--- src/rtl/serial_addsub.sv ---
// serial_addsub: multi-cycle adder/subtractor that processes CHUNK bits per
// clock, LSB slice first, and publishes sum/cout/ovf only when it finishes.
module serial_addsub #(
  parameter int WIDTH = 16,
  parameter int CHUNK = 4
) (
  input  logic             clk,
  input  logic             rst,
  input  logic             start,
  input  logic             sub,
  input  logic             cin,
  input  logic [WIDTH-1:0] a,
  input  logic [WIDTH-1:0] b,
  output logic             busy,
  output logic             done,
  output logic [WIDTH-1:0] sum,
  output logic             cout,
  output logic             ovf
);

  localparam int NCH = WIDTH / CHUNK;
  localparam int KW  = (NCH > 1) ? $clog2(NCH) : 1;

  typedef enum logic [1:0] {IDLE, RUN, DONE} state_t;

  state_t           r_state;
  logic [WIDTH-1:0] r_a;
  logic [WIDTH-1:0] r_b;
  logic [WIDTH-1:0] r_acc;
  logic             r_carry;
  logic [KW-1:0]    r_k;

  logic [CHUNK-1:0] w_aSlice;
  logic [CHUNK-1:0] w_bSlice;
  logic [CHUNK:0]   w_sliceWide;
  logic [CHUNK-1:0] w_sliceSum;
  logic             w_sliceCout;
  logic             w_carryIntoMsb;
  logic             w_lastSlice;
  logic [WIDTH-1:0] w_accNext;

  // Operands shift right each RUN cycle so the current slice always sits in the
  // low CHUNK bits; slice results enter the accumulator from the top, so after
  // NCH cycles the first slice has reached bit 0. The carry into the slice MSB
  // is recovered from the sum bit and is only meaningful for the final slice.
  always_comb begin
    w_aSlice       = r_a[CHUNK-1:0];
    w_bSlice       = r_b[CHUNK-1:0];
    w_sliceWide    = {1'b0, w_aSlice} + {1'b0, w_bSlice} + {{CHUNK{1'b0}}, r_carry};
    w_sliceSum     = w_sliceWide[CHUNK-1:0];
    w_sliceCout    = w_sliceWide[CHUNK];
    w_carryIntoMsb = w_sliceSum[CHUNK-1] ^ w_aSlice[CHUNK-1] ^ w_bSlice[CHUNK-1];
    w_accNext      = (r_acc >> CHUNK) | (WIDTH'(w_sliceSum) << (WIDTH - CHUNK));
    w_lastSlice    = (r_k == KW'(NCH - 1));
  end

  // Control FSM and datapath: capture in IDLE, one slice per RUN cycle, and a
  // one-cycle DONE that is the only place the visible result registers change.
  always_ff @(posedge clk) begin
    if (rst) begin
      r_state <= IDLE;
      r_a     <= '0;
      r_b     <= '0;
      r_acc   <= '0;
      r_carry <= 1'b0;
      r_k     <= '0;
      busy    <= 1'b0;
      done    <= 1'b0;
      sum     <= '0;
      cout    <= 1'b0;
      ovf     <= 1'b0;
    end else begin
      case (r_state)
        IDLE: begin
          done <= 1'b0;
          if (start) begin
            r_a     <= a;
            r_b     <= sub ? ~b : b;
            r_carry <= sub ? 1'b1 : cin;
            r_k     <= '0;
            busy    <= 1'b1;
            r_state <= RUN;
          end
        end
        RUN: begin
          r_a     <= r_a >> CHUNK;
          r_b     <= r_b >> CHUNK;
          r_acc   <= w_accNext;
          r_carry <= w_sliceCout;
          r_k     <= r_k + 1'b1;
          if (w_lastSlice) begin
            sum     <= w_accNext;
            cout    <= w_sliceCout;
            ovf     <= w_carryIntoMsb ^ w_sliceCout;
            busy    <= 1'b0;
            done    <= 1'b1;
            r_state <= DONE;
          end
        end
        DONE: begin
          done    <= 1'b0;
          r_state <= IDLE;
        end
        default: begin
          busy    <= 1'b0;
          done    <= 1'b0;
          r_state <= IDLE;
        end
      endcase
    end
  end

endmodule
--- config.mk ---
export PLATFORM = sky130hd
export DESIGN_NAME = serial_addsub
export DESIGN_NICKNAME = d
export VERILOG_FILES = /design/src/rtl/serial_addsub.sv
export SDC_FILE = /design/constraint.sdc
export NUM_CORES = 1
export LEC_CHECK = 0
export CORE_MARGIN = 2
export CORE_UTILIZATION = 50
export DETAILED_ROUTE_END_ITERATION = 8
export PLACE_DENSITY_LB_ADDON = 0.25
export SYNTH_ARGS = -nofsm -noshare
export SYNTH_HDL_FRONTEND = slang
export SYNTH_SLANG_ARGS = --single-unit
--- constraint.sdc ---
create_clock -name clk -period 2.4 [get_ports clk]
set_input_delay 0.6 -clock clk [delete_from_list [all_inputs] [get_ports clk]]
set_output_delay 0.6 -clock clk [all_outputs]
set_load 0.02 [all_outputs]
==> results_dict.tcl <==
set metrics [dict create \
    synthFlopType "dfxtp_1" \
    peakVddDrop_uv 463 \
    cts_max_path_buffers 2 \
    fin_crit_sh_pct 85.3 \
    syn2layout_area_growth_pct 27.1 \
    synth_top_area_cell "dfxtp_1" \
    place_hpwl_mm 4.41 \
    path_max_fanout 3 \
    cts_setup_buffers 0 \
    portBuffers 56 \
    p_leak_nw 1.44 \
    min_period_ns 2.05 \
    synth_edf_count 0 \
    grt_pass1_vias 2248 \
    drc 0 \
    ys_ff_latch 69 \
    pre_cts_slack_ns 0.279 \
    clkSlewWorstSetupHoldPaths_ns 0.08 \
    status "finished clean" \
    gp_congestion 0.790 \
    fin_setup_tns_ns 0 \
    worst_pin_slew_ns 0.680 \
    worstPathArrival_ns 2.30 \
    r2r_slack_ns 0.35 \
    hold_viol 0 \
    max_stage_delay_ns 0.39 \
    top_layer "met4" \
    slew_viol_final 0 \
    rsz0062_at_grt "no" \
    synth.avg_cell_area_um2 8.72 \
    whs_endpoint "sum[6]" \
    grt_start_max_net_pins 29 \
    relSlewSlack_pct 54.6 \
    fmax_mhz 489 \
    dieArea_um2 6580 \
    cts_tree "done" \
    cts_made_buffers 9 \
    syn_nets 384 \
    dieHeight_um 81.1 \
    timing.rr.start "r_a[0]" \
    wirelength_mm 6.39 \
    seq_area_um2 1380 \
    setup_viol 0 \
    root_buffer "clkbuf_8" \
    nNetsFinal 439 \
    vias 2490 \
    critical_path.startpoint "r_a[0]" \
    place_inst 460 \
    drtAntennaViolNets 0 \
    crit_path_start_kind "flip-flop" \
    min_path_cells 2 \
    drtIter0Drc 175 \
    antenna_cells 0 \
    yosysTopAreaCellShare_pct 46.5 \
    vias_per_cell 5.23 \
    cp_data_required_time_ns 2.65 \
    crit_chain "fa_1 > inv_1 > fa_1 > nand2b_1 > a21oi_1 > xnor2_1 > xnor2_1 > a21o_1" \
    maxCapViolCount 0 \
    ys_types 41 \
    finClkSkew_ns 0.0103 \
    cellPowerDensity_nw_per_um2 720 \
    min_path_type "flip-flop to flip-flop" \
    seq_area_frac_synth_pct 46.5 \
    dr.pass1.iters 4 \
    crit_type "flip-flop to flip-flop" \
    async_reset_ff_share_pct 0 \
    min_from "sum[6]" \
    syn_area_um2 2970 \
    netlist_top_cells_count "dfxtp_1 (69), nand2_1 (60), nor2_1 (46)" \
    syn_inst 341 \
    wl_met2_mm 2.88 \
    wl_per_cell_um 13.4 \
    r2r_end "ovf" \
    yosysMostFrequentCell "dfxtp_1" \
    worst_r2r_path_depth 8 \
    cts_max_level 3 \
    met1_length_mm 3.06 \
    synth_area_leaders "dfxtp_1 (46%), nand2_1 (7.6%), a21oi_1 (6.2%), nor2_1 (5.8%), xnor2_1 (4.1%)" \
    core_um2 5820 \
    clock_latency_ns 0.36 \
    grt.total_usage_pct 21.5 \
    ys_warn_count 0 \
    cts_sinks 69 \
    setup_ws_ns 0.354 \
    start_util_pct 51.1 \
    multiInputGateArea_um2 1400 \
    crit_slowest_cell "dfxtp_1" \
    antenna_found_initial 0 \
    cts_resized 0 \
    die_x_um 81.1 \
    grt-ovfl-total 0 \
    wl_met3_um 315 \
    num_rows 28 \
    drive_gt1_share_pct 10.5 \
    io_pins 57 \
    grt_pass1_wl_mm 10.6 \
    fillerInstances 508 \
    cts_hold_buf 0 \
    setup.worst_path.end_class "flip-flop" \
    final_cells 476 \
]
## state kept, by name (all words and copies together), names as in the netlist
| name | flops |
|---|---|
| r_b | 16 |
| cout | 1 |
| r_carry | 1 |
| r_acc | 12 |
| busy | 1 |
| ovf | 1 |
| r_k | 2 |
| done | 1 |
| r_state | 2 |
| r_a | 16 |
| sum | 16 |
## how the worst max path moves through the flow
stage | to | slack [ns]
2_1_floorplan | ovf | 0.59
3_3_place_gp | r_b[0] | 0.28
3_5_place_dp | r_b[5] | 0.28
4_1_cts | ovf | 0.34
5_1_grt | ovf | 0.24
6_report | ovf | 0.35
## worst max-delay path: cells and delay by family, from the launching register on
| family | cells | cell delay (ns) |
|---|---|---|
| AND/OR/NAND/NOR | 1 | 0.16 |
| flip-flops | 1 | 0.39 |
| adder cells (fa/ha/maj) | 2 | 0.62 |
| buffers and inverters | 1 | 0.06 |
| XOR/XNOR | 2 | 0.28 |
| AO/OA/AOI/OAI | 2 | 0.45 |
## per-layer routing
metal,vias to the layer above,track usage [%]
met4,0,10.7
met2,68,34.1
met5,-,0
li1,1263,-
met1,1146,28.0
met3,13,4.00
## report_power, final
part | leakage, nW | internal [W] | switching (W)
logic | 0.771 | 0.000195 | 0.000209
clock network | 0.102 | 0.000587 | 0.000471
registers | 0.563 | 0.00121 | 0.0000452
## placed cells by master (no fill, tap or decap), drive strengths merged, types with 9 or more instances in the layout
master | synthesis | routed
nor3 | 9 | 9
dfxtp | 69 | 69
xnor2 | 14 | 14
clkdlybuf4s50 | 0 | 55
nand2 | 61 | 61
a22oi | 15 | 15
buf | 21 | 14
clkbuf | 4 | 9
nor2 | 49 | 49
a21oi | 37 | 37
## kinds of logic (layout without fill, tap and decap cells)
| group | Yosys count | after routing | share of synthesized area, % |
|---|---|---|---|
| DFF | 69 | 69 | 46.5 |
| buffers and inverters | 31 | 91 | 6.52 |
| AOI/OAI and AO/OA | 87 | 87 | 19.5 |
| adders and majority gates | 6 | 6 | 3.03 |
| and+or+nand+nor | 127 | 127 | 18.3 |
| xor gates and xnor gates | 21 | 21 | 6.19 |
## metrics by stage
stage / hold slack, ns / total power [W] / util [%] / area (um2)
floorplan: 0.426 / 0.00156 / - / 2970
global placement: 0.439 / 0.00167 / 61.1 / 3550
detailed placement: 0.442 / 0.00168 / 61.1 / 3550
CTS: 0.454 / 0.00273 / 65.0 / 3780
global route: 0.472 / 0.00283 / 65.0 / 3780
finish: 0.454 / 0.00272 / 65.0 / 3780
## final cells by class
cell class                 instances  share of cell area [%]
clock buffer                       9                    3.28
clock inverter                     7                    2.65
inverter                           6                   0.729
multi-input combinational        241                    37.0
sequential                        69                    36.6
tap                               75                    2.48
timing repair buffer              69                    17.3
Power figures use the tool's default switching activity.
